## config.mk

```make
export PLATFORM = sky130hd
export DESIGN_NAME = i2c_slave_regfile
export DESIGN_NICKNAME = d
export VERILOG_FILES = /design/src/rtl/i2c_slave_regfile.sv
export SDC_FILE = /design/constraint.sdc
export NUM_CORES = 1
export LEC_CHECK = 0
export BUFFER_PORTS_ARGS = -buffer_cell sky130_fd_sc_hd__buf_2
export CAP_MARGIN = 10
export CORE_MARGIN = 4
export CORE_UTILIZATION = 45
export CTS_CLUSTER_DIAMETER = 30
export DETAILED_ROUTE_END_ITERATION = 10
export PLACE_DENSITY = 0.69
export SLEW_MARGIN = 20
export SYNTH_ARGS = -nofsm -noshare
export SYNTH_HDL_FRONTEND = slang
export SYNTH_SLANG_ARGS = --single-unit
export TNS_END_PERCENT = 10
```

## constraint.sdc

```tcl
create_clock -name clk -period 7.7 [get_ports clk]
set_input_delay 0.77 -clock clk [delete_from_list [all_inputs] [get_ports clk]]
set_output_delay 0.77 -clock clk [all_outputs]
set_load 0.005 [all_outputs]
```

## src/rtl/i2c_slave_regfile.sv

```systemverilog
// I2C target with an internal byte register file: oversampled SCL/SDA, START/STOP
// detection, pointer auto-increment on burst writes and reads, open-drain SDA enable.
module i2c_slave_regfile #(
  parameter logic [6:0] SLAVE_ADDR  = 7'b1001011,
  parameter int         NUM_REGS    = 16,
  parameter int         SYNC_STAGES = 2,
  parameter logic [7:0] RESET_VAL   = 8'h00,
  localparam int        PTR_W       = (NUM_REGS > 1) ? $clog2(NUM_REGS) : 1
) (
  input  logic             clk,
  input  logic             reset,
  input  logic             SCL_i,
  input  logic             SDA_i,
  output logic             SDA_oe_o,
  output logic             add_Ack_o,
  output logic             reg_Ack_o,
  output logic             data_Ack_o,
  output logic             wr_valid_o,
  output logic [PTR_W-1:0] wr_addr_o,
  output logic [7:0]       wr_data_o,
  output logic             busy_o,
  input  logic [PTR_W-1:0] host_rd_addr_i,
  output logic [7:0]       host_rd_data_o
);

  typedef enum logic [3:0] {
    ST_IDLE      = 4'd0,
    ST_ADDR      = 4'd1,
    ST_ADDR_ACK  = 4'd2,
    ST_PTR       = 4'd3,
    ST_PTR_ACK   = 4'd4,
    ST_WDATA     = 4'd5,
    ST_WDATA_ACK = 4'd6,
    ST_RDATA     = 4'd7,
    ST_RDATA_ACK = 4'd8,
    ST_WAIT_STOP = 4'd9
  } state_e;

  logic [SYNC_STAGES-1:0] scl_sync_q, scl_sync_d, sda_sync_q, sda_sync_d;
  logic                   scl_prev_q, sda_prev_q;
  logic                   scl_s, sda_s, scl_rise_s, scl_fall_s, start_s, stop_s;
  state_e                 state_q, state_d;
  logic [3:0]             cnt_q, cnt_d;
  logic [7:0]             sr_q, sr_d;
  logic [PTR_W-1:0]       ptr_q, ptr_d, ptr_inc_s;
  logic                   oe_q, oe_d, busy_q, busy_d;
  logic                   add_ack_q, add_ack_d, reg_ack_q, reg_ack_d, data_ack_q, data_ack_d;
  logic                   wr_valid_q, wr_valid_d;
  logic [PTR_W-1:0]       wr_addr_q, wr_addr_d;
  logic [7:0]             wr_data_q, wr_data_d;
  logic [7:0]             regs_q [NUM_REGS];
  logic [7:0]             byte_in_s, rd_byte_s;
  logic                   addr_hit_s, ptr_ok_s;

  assign scl_sync_d = {scl_sync_q[SYNC_STAGES-2:0], SCL_i};
  assign sda_sync_d = {sda_sync_q[SYNC_STAGES-2:0], SDA_i};
  assign scl_s      = scl_sync_q[SYNC_STAGES-1];
  assign sda_s      = sda_sync_q[SYNC_STAGES-1];
  assign scl_rise_s = scl_s & ~scl_prev_q;
  assign scl_fall_s = ~scl_s & scl_prev_q;
  assign start_s    = scl_s & sda_prev_q & ~sda_s;
  assign stop_s     = scl_s & ~sda_prev_q & sda_s;

  assign byte_in_s  = {sr_q[6:0], sda_s};
  assign rd_byte_s  = regs_q[ptr_q];
  assign addr_hit_s = (byte_in_s[7:1] == SLAVE_ADDR) && (byte_in_s[7:1] != 7'd0);
  assign ptr_ok_s   = ({24'd0, byte_in_s} < 32'(NUM_REGS));
  assign ptr_inc_s  = (ptr_q == PTR_W'(NUM_REGS - 1)) ? {PTR_W{1'b0}} : ptr_q + PTR_W'(1);

  assign host_rd_data_o = ({{(32-PTR_W){1'b0}}, host_rd_addr_i} < 32'(NUM_REGS))
                          ? regs_q[host_rd_addr_i] : RESET_VAL;

  assign SDA_oe_o   = oe_q;
  assign add_Ack_o  = add_ack_q;
  assign reg_Ack_o  = reg_ack_q;
  assign data_Ack_o = data_ack_q;
  assign wr_valid_o = wr_valid_q;
  assign wr_addr_o  = wr_addr_q;
  assign wr_data_o  = wr_data_q;
  assign busy_o     = busy_q;

  // Protocol engine: START/STOP override bit handling; ACK slots use cnt 8 -> 0 as phase.
  always_comb begin
    state_d    = state_q;
    cnt_d      = cnt_q;
    sr_d       = sr_q;
    ptr_d      = ptr_q;
    oe_d       = oe_q;
    busy_d     = busy_q;
    add_ack_d  = 1'b0;
    reg_ack_d  = 1'b0;
    data_ack_d = 1'b0;
    wr_valid_d = 1'b0;
    wr_addr_d  = wr_addr_q;
    wr_data_d  = wr_data_q;
    if (stop_s) begin
      state_d = ST_IDLE;
      cnt_d   = 4'd0;
      oe_d    = 1'b0;
      busy_d  = 1'b0;
    end else if (start_s) begin
      state_d = ST_ADDR;
      cnt_d   = 4'd0;
      sr_d    = 8'h00;
      oe_d    = 1'b0;
    end else begin
      case (state_q)
        ST_ADDR, ST_PTR, ST_WDATA: begin
          if (scl_rise_s) begin
            sr_d  = byte_in_s;
            cnt_d = cnt_q + 4'd1;
            if (cnt_q != 4'd7) begin
              state_d = state_q;
            end else if (state_q == ST_ADDR) begin
              if (addr_hit_s) begin
                state_d   = ST_ADDR_ACK;
                add_ack_d = 1'b1;
                busy_d    = 1'b1;
              end else begin
                state_d = ST_WAIT_STOP;
              end
            end else if (state_q == ST_PTR) begin
              if (ptr_ok_s) begin
                state_d   = ST_PTR_ACK;
                ptr_d     = byte_in_s[PTR_W-1:0];
                reg_ack_d = 1'b1;
              end else begin
                state_d = ST_WAIT_STOP;
              end
            end else begin
              state_d    = ST_WDATA_ACK;
              wr_valid_d = 1'b1;
              data_ack_d = 1'b1;
              wr_addr_d  = ptr_q;
              wr_data_d  = byte_in_s;
              ptr_d      = ptr_inc_s;
            end
          end else begin
            state_d = state_q;
          end
        end
        ST_ADDR_ACK, ST_PTR_ACK, ST_WDATA_ACK: begin
          if (scl_fall_s && cnt_q == 4'd8) begin
            oe_d = 1'b1;
          end else if (scl_rise_s) begin
            cnt_d = 4'd0;
          end else if (scl_fall_s && cnt_q == 4'd0) begin
            oe_d = 1'b0;
            if (state_q == ST_ADDR_ACK && sr_q[0]) begin
              state_d = ST_RDATA;
              sr_d    = rd_byte_s;
              oe_d    = ~rd_byte_s[7];
            end else if (state_q == ST_ADDR_ACK) begin
              state_d = ST_PTR;
            end else begin
              state_d = ST_WDATA;
            end
          end else begin
            state_d = state_q;
          end
        end
        ST_RDATA: begin
          if (scl_rise_s) begin
            cnt_d = cnt_q + 4'd1;
          end else if (scl_fall_s && cnt_q == 4'd8) begin
            oe_d    = 1'b0;
            state_d = ST_RDATA_ACK;
          end else if (scl_fall_s && cnt_q != 4'd0) begin
            sr_d = {sr_q[6:0], 1'b0};
            oe_d = ~sr_q[6];
          end else begin
            state_d = state_q;
          end
        end
        ST_RDATA_ACK: begin
          if (scl_rise_s && !sda_s) begin
            ptr_d = ptr_inc_s;
            cnt_d = 4'd0;
          end else if (scl_rise_s) begin
            state_d = ST_WAIT_STOP;
          end else if (scl_fall_s && cnt_q == 4'd0) begin
            state_d = ST_RDATA;
            sr_d    = rd_byte_s;
            oe_d    = ~rd_byte_s[7];
          end else begin
            state_d = state_q;
          end
        end
        ST_IDLE, ST_WAIT_STOP: begin
          state_d = state_q;
        end
        default: begin
          state_d = ST_IDLE;
          oe_d    = 1'b0;
        end
      endcase
    end
  end

  // Synchronisers, edge history, FSM state and registered outputs.
  always_ff @(posedge clk or posedge reset) begin
    if (reset) begin
      scl_sync_q <= {SYNC_STAGES{1'b1}};
      sda_sync_q <= {SYNC_STAGES{1'b1}};
      scl_prev_q <= 1'b1;
      sda_prev_q <= 1'b1;
      state_q    <= ST_IDLE;
      cnt_q      <= 4'd0;
      sr_q       <= 8'h00;
      ptr_q      <= {PTR_W{1'b0}};
      oe_q       <= 1'b0;
      busy_q     <= 1'b0;
      add_ack_q  <= 1'b0;
      reg_ack_q  <= 1'b0;
      data_ack_q <= 1'b0;
      wr_valid_q <= 1'b0;
      wr_addr_q  <= {PTR_W{1'b0}};
      wr_data_q  <= 8'h00;
    end else begin
      scl_sync_q <= scl_sync_d;
      sda_sync_q <= sda_sync_d;
      scl_prev_q <= scl_s;
      sda_prev_q <= sda_s;
      state_q    <= state_d;
      cnt_q      <= cnt_d;
      sr_q       <= sr_d;
      ptr_q      <= ptr_d;
      oe_q       <= oe_d;
      busy_q     <= busy_d;
      add_ack_q  <= add_ack_d;
      reg_ack_q  <= reg_ack_d;
      data_ack_q <= data_ack_d;
      wr_valid_q <= wr_valid_d;
      wr_addr_q  <= wr_addr_d;
      wr_data_q  <= wr_data_d;
    end
  end

  // Register file commits the byte announced on the write strobe.
  always_ff @(posedge clk or posedge reset) begin
    if (reset) begin
      for (int i = 0; i < NUM_REGS; i++) regs_q[i] <= RESET_VAL;
    end else if (wr_valid_q) begin
      regs_q[wr_addr_q] <= wr_data_q;
    end
  end

endmodule

```

# After elaboration in Yosys (flattened, before gate mapping)
# Index checks and enable logic that the tools add are counted.
[totals]
inputBits = 8
output_inout_bits = 26
wordCells = 237
ff_bits = 170
[op_classes]
n_eq_ne = 50
n_reduce_logical = 31
n_addsub = 2
magnitude_cmp = 5
n_mux = 98
bitwise = 20
[ops]
columns = ["cell", "count"]
rows = [
  ["128-bit bitwise mux", 1],
  ["4-bit two-way mux", 29],
  ["7-bit two-way mux", 12],
  ["8-bit binary-select mux with 4-bit select", 2],
  ["4-bit inequality test, second input constant", 12],
  ["1-bit two-way mux", 41],
  ["8-bit two-way mux", 5],
  ["3-bit inequality test, second input constant", 13],
  ["8-bit demux with 4-bit select", 1],
  ["7-bit one-hot mux with 4 select lines", 1],
  ["5-bit inequality test, second input constant", 4],
  ["4-bit one-hot mux with 5 select lines", 1],
  ["4-bit by 3-bit == test with 1-bit output, second input constant", 4],
  ["4-bit == test, second input constant", 4],
  ["8-bit AND reduction", 2],
  ["5-bit greater-or-equal comparator, second input constant", 3],
  ["4-bit NOT with 5-bit output", 3],
  ["13-bit AND reduction", 1],
  ["4-bit one-hot mux with 3 select lines", 1],
  ["1-bit NOT", 11],
  ["2-bit inequality test, second input constant", 5],
  ["10-bit AND reduction", 1],
  ["2-bit nonzero test", 5],
  ["5-bit nonzero test", 2],
  ["26 further kinds", 42],
]

# Logic depth before layout (Yosys ltp)
# Gate-level depths: netlist (run 1).
[depth]
word_depth = 12
ltp_mapped = 9
ltp_nobuf = 8

# Worst setup path after synthesis (run 1)
# No wires, ideal clock.
[synth_path]
kind = "input to output"
start = "in host_rd_addr_i[0]"
end = "out host_rd_data_o[3]"
t_arrival_ns = 2.416
required_ns = 6.930
setup_slack_ns = 4.514
stages = 4
cell_sequence = "clkbuf_1 > buf_1 > mux4_2 > mux4_2"
[synth_between]
elab_chain_cells = 4
[synth_rtl]
columns = ["element", "line_no", "rtl"]
rows = [
  ["start: declaration", "22", "input logic [PTR_W-1:0] host_rd_addr_i,"],
  ["4-bit NOT with 5-bit output (implied by the code)", "71", "? regs_q[host_rd_addr_i] : RESET_VAL;"],
  ["8-bit binary-select mux with 4-bit select", "71", ""],
  ["8-bit two-way mux (implied by the code) (2 in a row)", "71", ""],
  ["end: declaration", "23", "output logic [7:0] host_rd_data_o"],
]
# Every way passes these cells. The select of a mux whose other input is x is not followed.

# Final worst setup path (run 1)
[layout_path]
start = "in host_rd_addr_i[1]"
end = "out host_rd_data_o[1]"
# The elaborated chain is that of the path after synthesis.

==> flow_metrics.env, run 1 <==
export IMPL_status="complete, no violations"
export IMPL_core_area_um2=19700
export IMPL_clockBufferDepth=2
export IMPL_synth_edf_count=0
export IMPL_vias=5929
export IMPL_cts_max_level=4
export IMPL_holdPathStages=0
export IMPL_avgSynthCellArea_um2=14.1
export IMPL_postRouteAntennaNets=0
export IMPL_seqCellArea_um2=4260
export IMPL_diodes=0
export IMPL_critPathCaptureType="primary output"
export IMPL_die_area_um2=22700
export IMPL_cts_resized=0
export IMPL_grt_total_usage_pct=21.3
export IMPL_die_w_um=151
export IMPL_ys_flop_type="dfrtp_1"
export IMPL_grt_overflow_total=0
export IMPL_max_slew_margin_rel_pct=30.1
export IMPL_first_pass_iters=5
export IMPL_area_growth_pct=10.8
export IMPL_grt_pass1_vias=6130
export IMPL_clkLatencyLatePin_ns=0.43
export IMPL_async_flop_share_pct=100
export IMPL_final_common_cell="dfrtp_1"
export IMPL_hold_end="scl_sync_q[1]$_DFF_PP1_"
export IMPL_setup_worst_path_start_class="input pin"
export IMPL_layout_drive_gt1_share_pct=46.4
export IMPL_routedWlPerCell_um=24.1
export IMPL_antenna_found_initial=0
export IMPL_powerDensity_nw_per_um2=230
export IMPL_cts_tree="done"
export IMPL_tns_ns=0
export IMPL_ios=34
export IMPL_drv_cap=0
export IMPL_cts_sinks=170
export IMPL_r2r_start="ptr_q[1]$_DFFE_PP0P_"
export IMPL_critPathBufInv=2
export IMPL_layout_common_cells="dfrtp_1, mux2_2, mux4_2"
export IMPL_critical_path_slowest_cell="buf_2"
export IMPL_yosysSeqAreaShare_pct=46.6
export IMPL_rsz0062_at_grt="no"
export IMPL_p_leak_nw=4.55
export IMPL_skew_ns=0.0120
export IMPL_finalCritPeriodShare_pct=45.6
export IMPL_synth_area_um2=9140
export IMPL_drc=0
export IMPL_postCtsSetupBuffers=0
export IMPL_final_setup_viol_count=0
export IMPL_place_hpwl_um=14700
export IMPL_reg2reg_depth=6
export IMPL_cts_root_buf="clkbuf_16"
export IMPL_die_h_um=151
export IMPL_ir_worst_vdd_v=0.000146
export IMPL_reg2reg_slack_ns=5.00
export IMPL_crit_type="input pin to primary output"
export IMPL_yosys_register_bits=170
export IMPL_numPortBuffers=33
export IMPL_grt_pass1_wl_um=36100
export IMPL_multi_input_area_um2=4650
export IMPL_fin_crit_ns=3.51
export IMPL_critical_path_required_ns=6.93
export IMPL_routabilityCongestion=0.859
export IMPL_min_from="scl_sync_q[0]$_DFF_PP1_"
export IMPL_grt_max_degree=94
export IMPL_n_fill_cell=1626
export IMPL_core_rowCount=51
export IMPL_syn_inst=649
export IMPL_path_max_fanout=32
export IMPL_cts_buffers=17
export IMPL_fin_cells=942
export IMPL_timing_rr_end="sr_q[0]$_DFFE_PP0P_"
export IMPL_slowest_delay_ns=0.71
export IMPL_cp_arrival_ns=2.74
export IMPL_final_nets=675
export IMPL_worstHoldPathType="register to register"
export IMPL_syn_num_nets=660
export IMPL_fmax_ghz=0.285
export IMPL_placedCellCount=910
export IMPL_path_cells="buf_2, mux4_2, mux4_2, buf_2"
export IMPL_start_util_pct=46.4
export IMPL_p_total_mw=2.33
export IMPL_tightestPinTransition_ns=1.04
export IMPL_routed_wl_um=22700
export IMPL_final_hold_violation_count=0
export IMPL_drt_initial_drc_count=545
export IMPL_yosys_warnings=0
export IMPL_viasPerCell=6.29
export IMPL_crit_family="multiplexers"
export IMPL_clk_pin_slew_ns=0.07
export IMPL_cts_hold_buf=0
export IMPL_slew_viol_final=0
export IMPL_synthDistinctLibCells=66
kinds of logic after synthesis:
logic type | after synthesis | synth area share [%]
DFF | 170 | 46.6
adders and majority gates | 3 | 0.411
muxes | 233 | 37.5
and+or+nand+nor | 121 | 7.30
buffers and inverters | 54 | 2.64
AOI/OAI and AO/OA | 68 | 5.48
layer usage:
metal  vias to the layer above  global-route usage [%]  share of wire (%)
met4                         0                    5.49                1.6
met3                        34                    4.36                5.7
met5                         -                       0                  0
li1                       2542                       -                  -
met1                      3137                    28.5                 41
met2                       216                    35.7                 51
where the power goes:
| part | switching, mW | internal, mW |
|---|---|---|
| clock | 0.378 | 0.519 |
| combinational | 0.249 | 0.183 |
| sequential | 0.0785 | 0.928 |
| total | 0.705 | 1.63 |
synthesized netlist by cell type (7+ instances only):
| cell type | n | area share, % |
|---|---|---|
| clkbuf_1 | 22 | 0.90 |
| mux2i_1 | 11 | 1.2 |
| mux2_2 | 149 | 18 |
| nor3_1 | 9 | 0.49 |
| mux4_2 | 70 | 17 |
| nand3_1 | 18 | 0.99 |
| o21ai_0 | 21 | 1.1 |
| dfrtp_1 | 164 | 45 |
| nand2_1 | 27 | 1.1 |
| buf_2 | 15 | 0.82 |
| inv_1 | 8 | 0.33 |
| o22a_1 | 7 | 0.67 |
| nor2_1 | 23 | 0.94 |
state kept, by name (all words and copies together), names as in the netlist, 4 cells and up:
signal and flops:
regs_q 128, wr_data_o 8, sr_q 7, cnt_q 4, ptr_q 4, state_q 4
wr_addr_o 4
layout make-up:
type                            instances  area share (%)
Clock buffer                           17            4.20
Clock inverter                         15            1.84
Inverter                                8           0.346
Multi-Input combinational cell        425            45.9
Sequential cell                       170            42.1
Tap cell                              265            3.27
Timing Repair Buffer                   42            2.36
per-stage QoR:
stage / utilization (%) / setup WS, ns / hold slack [ns] / cell area, um^2
finish: 51.4 / 4.19 / 0.357 / 10100
global route: 51.4 / 4.09 / 0.363 / 10100
CTS: 51.3 / 4.05 / 0.359 / 10100
detailed placement: 48.2 / 4.06 / 0.349 / 9510
global placement: 48.2 / 4.10 / 0.347 / 9500
floorplan: - / 2.34 / 0.345 / 9140
how the worst max path moves through the flow:
stage,from,to,slack [ns],cells past startpoint
2_1_floorplan,reset,SDA_oe_o$_DFFE_PP0P_,2.34,1
3_3_place_gp,host_rd_addr_i[0],host_rd_data_o[3],4.10,4
3_5_place_dp,host_rd_addr_i[0],host_rd_data_o[7],4.06,4
4_1_cts,host_rd_addr_i[0],host_rd_data_o[7],4.05,4
5_1_grt,host_rd_addr_i[1],host_rd_data_o[2],4.09,4
6_report,host_rd_addr_i[1],host_rd_data_o[1],4.19,4
Note: power is estimated with default switching activity, not from simulation.
==> inputs of run 2 (changes only) <==
==> constraint.sdc (replaced) <==
create_clock -name clk -period 3.65 [get_ports clk]
set_input_delay 0.365 -clock clk [delete_from_list [all_inputs] [get_ports clk]]
set_output_delay 0.365 -clock clk [all_outputs]
set_load 0.005 [all_outputs]
==> run 2 against run 1 <==
Net effect:
- total power increased by 100%
- critical endpoint is now host_rd_data_o[4]
- combinational power is 110% higher
- core utilization about the same
==> flow_metrics.env, run 2 (same netlist as run 1, synthesis figures left out) <==
export IMPL_status="complete, no violations"
export IMPL_wl_met2_um=11200
export IMPL_cts_resized=0
export IMPL_grt_total_usage_pct=21.0
export IMPL_cts_tree="done"
export IMPL_numPortBuffers=33
export IMPL_first_pass_iters=5
export IMPL_antenna_found_initial=0
export IMPL_grt_overflow_total=0
export IMPL_tns_ns=0
export IMPL_cts_sinks=170
export IMPL_diodes=0
export IMPL_routed_wl_um=22200
export IMPL_fin_crit_ns=2.64
export IMPL_top_layer_used="met4"
export IMPL_multi_input_area_um2=4640
export IMPL_grt_pass1_wl_um=35700
export IMPL_drt_initial_drc_count=447
export IMPL_cp_arrival_ns=2.27
export IMPL_die_area_um2=22700
export IMPL_cts_root_buf="clkbuf_16"
export IMPL_timing_rr_end="sr_q[0]$_DFFE_PP0P_"
export IMPL_core_area_um2=19700
export IMPL_p_leak_nw=4.55
export IMPL_postCtsSetupBuffers=0
export IMPL_m1WireLength_um=9250
export IMPL_reg2reg_depth=6
export IMPL_drc=0
export IMPL_largest_reg_flops=128
export IMPL_cts_hold_buf=0
export IMPL_seqCellArea_um2=4260
export IMPL_cts_max_level=4
export IMPL_final_hold_violation_count=0
export IMPL_setup_worst_path_start_class="input pin"
export IMPL_wl_met3_um=1250
export IMPL_skew_ns=0.00913
export IMPL_routabilityCongestion=0.914
export IMPL_final_common_cell="dfrtp_1"
export IMPL_layout_common_cells="dfrtp_1, mux2_2, mux4_2"
export IMPL_powerDensity_nw_per_um2=471
export IMPL_grt_pass1_vias=6125
export IMPL_reg2reg_slack_ns=1.09
export IMPL_finalCritPeriodShare_pct=72.2
export IMPL_clkLatencyLatePin_ns=0.43
export IMPL_routedWlPerCell_um=23.5
export IMPL_ir_worst_vdd_v=0.000318
export IMPL_critical_path_required_ns=3.28
export IMPL_critPathCaptureType="primary output"
export IMPL_fmax_ghz=0.379
export IMPL_critical_path_slowest_cell="mux4_2"
export IMPL_max_slew_margin_rel_pct=20.4
export IMPL_crit_type="input pin to primary output"
export IMPL_drv_cap=0
export IMPL_grt_max_degree=70
export IMPL_start_util_pct=46.4
export IMPL_slowest_delay_ns=0.52
export IMPL_layout_drive_gt1_share_pct=46.7
export IMPL_path_max_fanout=17
export IMPL_rsz0062_at_grt="no"
export IMPL_min_from="SCL_i"
export IMPL_final_setup_viol_count=0
export IMPL_fin_cells=946
export IMPL_hold_end="scl_sync_q[0]$_DFF_PP1_"
export IMPL_clockBufferDepth=2
export IMPL_die_h_um=151
export IMPL_path_cells="buf_2, buf_12, mux4_2, mux4_2, buf_2"
export IMPL_worstHoldPathType="input pin to register"
export IMPL_place_hpwl_um=15000
export IMPL_die_w_um=151
export IMPL_vias=5919
export IMPL_core_rowCount=51
export IMPL_placedCellCount=914
export IMPL_tightestPinTransition_ns=1.19
export IMPL_n_fill_cell=1643
export IMPL_clk_pin_slew_ns=0.06
export IMPL_cts_buffers=17
export IMPL_area_growth_pct=10.8
export IMPL_slew_viol_final=0
export IMPL_postRouteAntennaNets=0
export IMPL_hold_slack_ns=0.0291
export IMPL_ios=34
export IMPL_final_nets=679
export IMPL_viasPerCell=6.26
export IMPL_top_register="regs_q"
export IMPL_holdPathStages=1
export IMPL_r2r_start="ptr_q[0]$_DFFE_PP0P_"
-- run 2: how the worst max path moves through the flow --
stage | from | to | slack [ns]
floorplan | reset | SDA_oe_o$_DFFE_PP0P_ | 1.12
global placement | host_rd_addr_i[0] | host_rd_data_o[4] | 1.01
detailed placement | host_rd_addr_i[0] | host_rd_data_o[4] | 0.98
CTS | host_rd_addr_i[0] | host_rd_data_o[4] | 0.98
global route | host_rd_addr_i[0] | host_rd_data_o[2] | 0.92
finish | host_rd_addr_i[0] | host_rd_data_o[4] | 1.01
-- run 2: critical path: cells and delay by family --
family / cells / cell delay (ns)
mux: 2 / 1.02
buf+inv: 3 / 0.85
-- run 2: layer usage --
metal	vias up	GRT usage [%]
met3	40	4.73
met5	-	0
met4	0	6.72
met2	218	34.3
met1	3117	27.9
li1	2544	-
-- run 2: area by class of cell --
cell class | instances | share of cell area (%)
Multi-Input combinational cell | 425 | 45.8
Inverter | 8 | 0.333
Sequential cell | 170 | 42.1
Clock inverter | 14 | 1.12
Timing Repair Buffer | 46 | 3.09
Tap cell | 265 | 3.27
Clock buffer | 18 | 4.33
-- run 2: stage by stage --
stage / util, % / total power, mW / setup slack (ns) / area [um^2]
floorplan: - / 2.87 / 1.12 / 9140
global placement: 48.6 / 3.05 / 1.01 / 9580
CTS: 51.4 / 4.80 / 0.977 / 10100
global route: 51.4 / 5.00 / 0.916 / 10100
detailed placement: 48.6 / 3.09 / 0.981 / 9580
finish: 51.4 / 4.78 / 1.01 / 10100
-- run 2: power by group --
part           total, mW  internal, mW  switching [mW]  leakage [nW]
Clock               1.71         0.905           0.808         0.271
Combinational      0.896         0.406           0.490          1.93
Sequential          2.17          1.96           0.210          2.34
Total               4.78          3.27            1.51          4.55
